## src/rtl/apb2_cmd_master.sv

```systemverilog
// apb2_cmd_master: valid/ready command tokens to single APB2 transfers with wait-state timeout
module apb2_cmd_master #(
  parameter int ADDR_W = 8,
  parameter int DATA_W = 32,
  parameter int TIMEOUT_CYCLES = 255,
  parameter logic [2:0] PPROT = 3'b000
) (
  input  logic                pclk,
  input  logic                prst,
  input  logic                cmd_valid,
  output logic                cmd_ready,
  input  logic                cmd_write,
  input  logic [ADDR_W-1:0]   cmd_addr,
  input  logic [DATA_W-1:0]   cmd_wdata,
  input  logic [DATA_W/8-1:0] cmd_strb,
  output logic                rsp_valid,
  input  logic                rsp_ready,
  output logic [DATA_W-1:0]   rsp_rdata,
  output logic                rsp_err,
  output logic                rsp_timeout,
  output logic                psel,
  output logic                penable,
  output logic                pwrite,
  output logic [ADDR_W-1:0]   paddr,
  output logic [DATA_W-1:0]   pwdata,
  output logic [DATA_W/8-1:0] pstrb,
  output logic [2:0]          pprot,
  input  logic [DATA_W-1:0]   prdata,
  input  logic                pready,
  input  logic                pslverr
);
  localparam int SW = DATA_W / 8;
  localparam int CW = TIMEOUT_CYCLES > 0 ? $clog2(TIMEOUT_CYCLES + 1) : 1;
  localparam logic [CW-1:0] TO_LAST = CW'(TIMEOUT_CYCLES - 1);
  typedef enum logic [1:0] {IDLE, SETUP, ACCESS, RESP} state_t;
  state_t state_q, state_d;
  logic [CW-1:0] cnt_q, cnt_d;
  logic cmd_ready_q, cmd_ready_d, psel_q, psel_d, penable_q, penable_d, pwrite_q, pwrite_d;
  logic [ADDR_W-1:0] paddr_q, paddr_d;
  logic [DATA_W-1:0] pwdata_q, pwdata_d, rsp_rdata_q, rsp_rdata_d;
  logic [SW-1:0] pstrb_q, pstrb_d;
  logic rsp_valid_q, rsp_valid_d, rsp_err_q, rsp_err_d, rsp_timeout_q, rsp_timeout_d;
  logic timeout_hit, done;
  // next state and next registered outputs; bus fields are zeroed whenever psel drops
  always_comb begin
    state_d = state_q;
    cnt_d = cnt_q;
    cmd_ready_d = 1'b0;
    psel_d = 1'b0;
    penable_d = 1'b0;
    pwrite_d = pwrite_q;
    paddr_d = paddr_q;
    pwdata_d = pwdata_q;
    pstrb_d = pstrb_q;
    rsp_valid_d = 1'b0;
    rsp_rdata_d = rsp_rdata_q;
    rsp_err_d = rsp_err_q;
    rsp_timeout_d = rsp_timeout_q;
    timeout_hit = TIMEOUT_CYCLES != 0 && cnt_q == TO_LAST;
    done = pready || timeout_hit;
    case (state_q)
      IDLE: begin
        state_d = cmd_valid ? SETUP : IDLE;
        cmd_ready_d = !cmd_valid;
        psel_d = cmd_valid;
        cnt_d = '0;
        pwrite_d = cmd_valid && cmd_write;
        paddr_d = cmd_valid ? cmd_addr : '0;
        pwdata_d = cmd_valid && cmd_write ? cmd_wdata : '0;
        pstrb_d = cmd_valid && cmd_write ? cmd_strb : '0;
      end
      SETUP: begin
        state_d = ACCESS;
        psel_d = 1'b1;
        penable_d = 1'b1;
      end
      ACCESS: begin
        state_d = done ? RESP : ACCESS;
        psel_d = !done;
        penable_d = !done;
        rsp_valid_d = done;
        rsp_rdata_d = pready && !pwrite_q ? prdata : '0;
        rsp_err_d = pready ? pslverr : timeout_hit;
        rsp_timeout_d = !pready && timeout_hit;
        cnt_d = cnt_q == '1 ? cnt_q : cnt_q + 1'b1;
        pwrite_d = done ? 1'b0 : pwrite_q;
        paddr_d = done ? '0 : paddr_q;
        pwdata_d = done ? '0 : pwdata_q;
        pstrb_d = done ? '0 : pstrb_q;
      end
      RESP: begin
        state_d = rsp_ready ? IDLE : RESP;
        cmd_ready_d = rsp_ready;
        rsp_valid_d = !rsp_ready;
        rsp_rdata_d = rsp_ready ? '0 : rsp_rdata_q;
        rsp_err_d = !rsp_ready && rsp_err_q;
        rsp_timeout_d = !rsp_ready && rsp_timeout_q;
      end
    endcase
  end
  // state and output registers; reset abandons any transfer or pending response
  always_ff @(posedge pclk) begin
    if (prst) begin
      state_q <= IDLE;
      cnt_q <= '0;
      cmd_ready_q <= 1'b1;
      psel_q <= 1'b0;
      penable_q <= 1'b0;
      pwrite_q <= 1'b0;
      paddr_q <= '0;
      pwdata_q <= '0;
      pstrb_q <= '0;
      rsp_valid_q <= 1'b0;
      rsp_rdata_q <= '0;
      rsp_err_q <= 1'b0;
      rsp_timeout_q <= 1'b0;
    end else begin
      state_q <= state_d;
      cnt_q <= cnt_d;
      cmd_ready_q <= cmd_ready_d;
      psel_q <= psel_d;
      penable_q <= penable_d;
      pwrite_q <= pwrite_d;
      paddr_q <= paddr_d;
      pwdata_q <= pwdata_d;
      pstrb_q <= pstrb_d;
      rsp_valid_q <= rsp_valid_d;
      rsp_rdata_q <= rsp_rdata_d;
      rsp_err_q <= rsp_err_d;
      rsp_timeout_q <= rsp_timeout_d;
    end
  end
  assign cmd_ready = cmd_ready_q;
  assign psel = psel_q;
  assign penable = penable_q;
  assign pwrite = pwrite_q;
  assign paddr = paddr_q;
  assign pwdata = pwdata_q;
  assign pstrb = pstrb_q;
  assign pprot = PPROT;
  assign rsp_valid = rsp_valid_q;
  assign rsp_rdata = rsp_rdata_q;
  assign rsp_err = rsp_err_q;
  assign rsp_timeout = rsp_timeout_q;
endmodule

```

## config.mk

```make
export PLATFORM = sky130hd
export DESIGN_NAME = apb2_cmd_master
export DESIGN_NICKNAME = d
export VERILOG_FILES = /design/src/rtl/apb2_cmd_master.sv
export SDC_FILE = /design/constraint.sdc
export NUM_CORES = 1
export LEC_CHECK = 0
export CAP_MARGIN = 40
export CORE_ASPECT_RATIO = 1.5
export CORE_UTILIZATION = 44
export DETAILED_ROUTE_END_ITERATION = 8
export GPL_TIMING_DRIVEN = 1
export PLACE_DENSITY = 0.85
export SYNTH_ARGS = -nofsm -noshare
export SYNTH_HDL_FRONTEND = slang
export SYNTH_SLANG_ARGS = --single-unit
```

## constraint.sdc

```tcl
create_clock -name pclk -period 2.9 [get_ports pclk]
set_input_delay 0.58 -clock pclk [delete_from_list [all_inputs] [get_ports pclk]]
set_output_delay 0.58 -clock pclk [all_outputs]
set_load 0.05 [all_outputs]
```

# Word-level counts from Yosys, hierarchy flattened

Index checks and enable logic that the tools add are counted.

Register bits: 93
Bits in latches: 0
Memory bits (writable): 0
Bits in read-only memories: 0
Input bits: 83
Output and inout bits: 86
Word-level logic and storage cells: 66
Memories: 0

$add $sub $neg: 1
Multiply operators: 0
Div/mod/pow operators: 0
$lt $le $gt $ge: 0
Equality and inequality tests: 8
Shift-type cells: 0
Muxes and demuxes: 27
Bitwise operators: 0
Reductions and logical operators: 17

Operators with widths:

| operator              | count |
|---|---|
| $mux W32              | 4 |
| $pmux W32 S2          | 2 |
| $pmux W8 S2           | 2 |
| $mux W8               | 3 |
| $eq A8 B8 Y1 const B  | 2 |
| $pmux W1 S2           | 6 |
| $add A8 B1 Y8 const B | 1 |
| $mux W4               | 2 |
| $pmux W2 S4           | 1 |
| $pmux W4 S2           | 1 |
| $ne A2 B2 Y1 const B  | 3 |
| $reduce_and A2 Y1     | 3 |
| $logic_and A1 B1 Y1   | 5 |
| $logic_not A1 Y1      | 5 |
| $eq A2 B2 Y1 const B  | 2 |
| $mux W1               | 4 |
| $reduce_bool A2 Y1    | 2 |
| $pmux W1 S3           | 1 |
| $eq A2 B1 Y1 const B  | 1 |
| $logic_not A2 Y1      | 1 |
| $mux W2               | 1 |
| $logic_or A1 B1 Y1    | 1 |

# Longest topological paths before layout

Depth in word-level cells: 4
Depth in mapped cells: 9
Gate-level depth less buffers: 6

# Worst setup path after synthesis

Ideal clock, no wire load.

Kind: register to register
Start point: register state_q[0]
End point: register pstrb_q[0] (netlist: pstrb[0])
Library setup time: 0.128 ns
Arrival time: 1.676 ns
Data required time: 2.772 ns
Slack: 1.096 ns
Stages on the path, launching flop included: 10
Path buffers: 3
Clock period less this slack: 1.804 ns
Path through: dfxtp_1 -> inv_1 -> ha_1 -> and3b_1 -> buf_4 -> and2_4 -> buf_6 -> buf_6 -> a22oi_1 -> nor2_1

Longest elaborated chain between the ends: 3
Elaborated cells on any way between the ends: 6
Those cells by class: eq/ne (2); mux (1); reduce/logical (3)

Ends and longest elaborated chain:

| item                                                                | line | text |
|---|---|---|
| start, declared                                                     | 36   | `state_t state_q, state_d;` |
| start signal, assigned                                              | 118  | `state_q <= state_d;` |
| $eq A2 B2 Y1 or $logic_not A2 Y1 (tied branches)                    | 61   | `case (state_q)` |
| $ne A2 B2 Y1 (no source line) or $reduce_bool A2 Y1 (tied branches) | n/a  |  |
| $reduce_and A2 Y1 (no source line)                                  | n/a  |  |
| end signal, assigned                                                | 126  | `pstrb_q <= pstrb_d;` |
| end, declared                                                       | 41   | `logic [SW-1:0] pstrb_q, pstrb_d;` |

Several ways; a longest one is shown, not always the timed one.
A chain may end at the register's enable or synchronous reset.

# Final worst setup path

Start point: register pwrite_q (netlist: pwrite)
End point: output port pwrite

RTL lines:

| item                   | line | text |
|---|---|---|
| start, declared        | 38   | `logic cmd_ready_q, cmd_ready_d, psel_q, psel_d, penable_q, penable_d, pwrite_q, pwrite_d;` |
| start signal, assigned | 123  | `pwrite_q <= pwrite_d;` |
| end, declared          | 23   | `output logic pwrite,` |

No word-level cell between the ends.

==> flow_summary.yaml <==
status:
  status: "complete, no violations"
setup_path:
  cp-end-kind: "output port"
  required_time_worst_endpoint_ns: 2.32
  cell_by_cell_trace_of_the_critical_path: "clkdlybuf4s50_1"
  worst_case_register_to_register_setup_slack_ns: 0.75
  path_buf_inv: 1
  timing.critical_path.slowest_stage_cell: "clkdlybuf4s50_1"
  rr_startpoint: "state_q[0]"
  reg2reg_depth: 6
  crit_family: "buffers and inverters"
  critical_path.reg2reg.endpoint: "pstrb[0]"
  startpoint_type: "flop"
  crit_path_max_incr_delay_ns: 0.86
  setup.worst_path.class: "flop to output port"
  worst-path-max-fanout: 3
  worst_ep_arrival_time_ns: 1.62
yosys:
  synth-simple-area-share: 0.1546
  synthesis.area_per_instance_um2: 9.730
  synth-seq-cells: 93
  yosysWarningCount: 0
  parity_gate_share_of_the_synthesized_area_counting_xor_and_xnor_cells: 0
  netlist_cell_types: 43
  ys_seq_area_frac: 0.5158
  number_of_enable_type_register_cells_in_the_synthesized_netlist: 0
  synth_top_family_by_area: "compound AO/OA/AOI/OAI gates"
  synth_adder_area_share: 0.02773
  ys_dominant_reg_cell: "dfxtp_1"
  synthMuxAreaShare: 0
  synth-compound-area-share: 0.2430
  number_of_cells_produced_by_synthesis: 371
  postSynth.asyncResetShare: 0
  synth_area_um2: 3610
place:
  routabilityCongestion: 0.8298
  portbufs: 165
  place_worst_setup_slack_ns: 0.5564
  post-dp-hpwl_um: 6896
timing:
  setup-violations-final: 0
  finalCriticalPeriod_ns: 2.196
  max_freq_mhz: 455.4
  timing_hold_violations_final: 0
  slew_headroom: 0.4645
  grt_setup_unrepaired: "false"
  layout_setup_ws_ns: 0.7040
  skew_ns: 0.005778
  final_max_slew_viol_count: 0
  tightestPinTransition_ns: 0.8027
  fin_setup_tns_ns: 0
  final_min_period_over_clock_period: 0.7572
  fin_hold_ws_ns: 0.4476
final_layout:
  fin_nets: 616
  synthToLayoutAreaGrowth_pct: 54.84
  proportion_of_layout_cells_with_a_drive_suffix_above_1: 0.09623
  multiInputGateArea_um2: 1559
  n_antenna_cell: 0
  fillers: 609
  register_area_um2: 1862
route:
  drc_violations: 0
  number_of_routed_nets_with_antenna_violations: 0
  avgViaCountPerCell: 5.228
  first_iteration_detailed_routing_drc_count: 208
  route.final.wire_length_um: 9660
  wire_per_inst_um: 15.21
  dr_total_vias: 3320
  drt_pre_antenna_iters: 4
clocking:
  cts_max_path_buffers: 2
  cts_buffers: 9
  cts-hold-fix-buffers: 0
  htreeDepth: 3
  root_buffer_selected_by_cts: "clkbuf_16"
  postCtsResizedCells: 0
  path_clk_slew_ns: 0.06
  cts.sink_count: 93
  tritoncts: "done"
  worstSkewPairLatency_ns: 0.34
  post_cts_repair_setup_buffers: 0
floorplan:
  io_pins: 169
  row_count: 40
  die_h_um: 112.9
  core_um2: 7958
  die_x_um: 75.96
  design.die.area_um2: 8578
  initial_core_util: 0.4536
hold_path:
  holdCritPathClass: "flop to flop"
  holdPathStages: 2
  hold_end: "pwdata[17]"
  worstHoldStart: "pwdata[17]"
power_and_ir_drop:
  power.leakage_nw: 1.983
  total_power_draw_mw: 3.568
  p_per_area_nw_per_um2: 638.3
  power.ir.vdd_worst_uv: 387.2
grt:
  grt_pass1_vias: 3298
  grt_first_pass_wirelength_um: 15790
  grt_antenna_before_repair: 0
  grt-ovfl-total: 0
  grt.total_usage: 0.2312
  grt_start_max_net_pins: 40
run:
  number_of_max_cap_violations: 0
[synth_stat cells (3+ instances only)]
library cell | instances | area [µm²]
a21oi_1 | 17 | 85.08
buf_6 | 5 | 56.30
nand2_1 | 17 | 63.81
dfxtp_1 | 93 | 1862
o211ai_1 | 3 | 22.52
a31oi_1 | 3 | 18.77
nor2_1 | 72 | 270.3
inv_1 | 5 | 18.77
buf_2 | 5 | 25.02
clkbuf_1 | 13 | 48.80
a211oi_1 | 6 | 45.04
a22oi_2 | 20 | 250.2
or4_1 | 3 | 22.52
a22oi_1 | 47 | 352.8
ha_1 | 8 | 100.1
buf_4 | 7 | 52.55
nand4_1 | 7 | 43.79
nand3_1 | 10 | 50.05
[sequential cells by signal (all words and copies together) (netlist names), 2 cells and up]
signal and count:
pwdata 32, state_q 2, pstrb 4, rsp_rdata 32, cnt_q 8, paddr 8
[per-stage QoR]
step / cell area [µm²] / utilization / cells
floorplan: 3617 / - / 373
global placement: 5286 / 0.6643 / 619
detailed placement: 5286 / 0.6643 / 619
CTS: 5589 / 0.7024 / 635
global route: 5589 / 0.7024 / 635
finish: 5589 / 0.7024 / 635
[cells in the final DEF, fill, tap and decap left out, types with 3 or more instances in the layout]
master / synthesis / layout
nor2_1: 72 / 72
inv_1: 5 / 5
clkbuf_16: 0 / 9
a211oi_1: 6 / 6
a21oi_1: 17 / 17
dfxtp_1: 93 / 93
or4_1: 3 / 3
nand4_1: 7 / 7
buf_4: 7 / 6
o211ai_1: 3 / 3
conb_1: 1 / 3
a22oi_2: 20 / 20
a22oi_1: 47 / 47
ha_1: 8 / 8
nand2_1: 17 / 17
nand3_1: 10 / 10
clkdlybuf4s50_1: 0 / 164
a31oi_1: 3 / 3
[how the worst max path moves through the flow]
| stage | start | end | slack (ns) | depth (start not counted) |
|---|---|---|---|---|
| 3_5_place_dp | cmd_valid | pwdata[3] | 0.56 | 5 |
| 5_1_grt | state_q[0] | pwdata[29] | 0.56 | 6 |
| 4_1_cts | pwrite | pwrite | 0.70 | 1 |
| 6_report | pwrite | pwrite | 0.70 | 1 |
| 3_3_place_gp | cmd_valid | pwdata[0] | 0.62 | 5 |
| 2_1_floorplan | state_q[0] | pstrb[0] | 1.10 | 9 |
[worst reg2reg max path, cell delays in order (launching register included)]
cell,delay (ns)
dfxtp_1,0.41
inv_1,0.11
ha_1,0.37
and3b_1,0.46
and2_4,0.47
a22oi_1,0.17
nor2_1,0.10
[layer usage]
metal	up-vias	track usage	part of all wire
met5	-	0	0
met2	130	0.3958	0.50
met3	28	0.04274	0.056
li1	1640	-	-
met1	1522	0.2647	0.41
met4	0	0.1487	0.039
[area by class of cell]
type | instances | share of cell area
Clock buffer | 11 | 0.04343
Sequential cell | 93 | 0.3331
Tap cell | 105 | 0.02351
Timing Repair Buffer | 172 | 0.3062
Clock inverter | 5 | 0.01075
Multi-Input combinational cell | 243 | 0.2789
Inverter | 6 | 0.004030
[power by group]
| group | switching [mW] | internal (mW) | leakage (nW) |
|---|---|---|---|
| logic | 0.616 | 0.369 | 1.08 |
| registers | 0.0491 | 1.36 | 0.754 |
| clock network | 0.485 | 0.693 | 0.146 |
[logic make-up (layout without fill, tap and decap cells)]
| kind of cell | Yosys count | in the layout |
|---|---|---|
| other | 1 | 3 |
| and+or+nand+nor | 123 | 123 |
| adders and majority gates | 8 | 8 |
| DFF | 93 | 93 |
| buffers and inverters | 37 | 194 |
| AOI/OAI and AO/OA | 109 | 109 |
No activity file was read; power rests on OpenSTA's default activity.
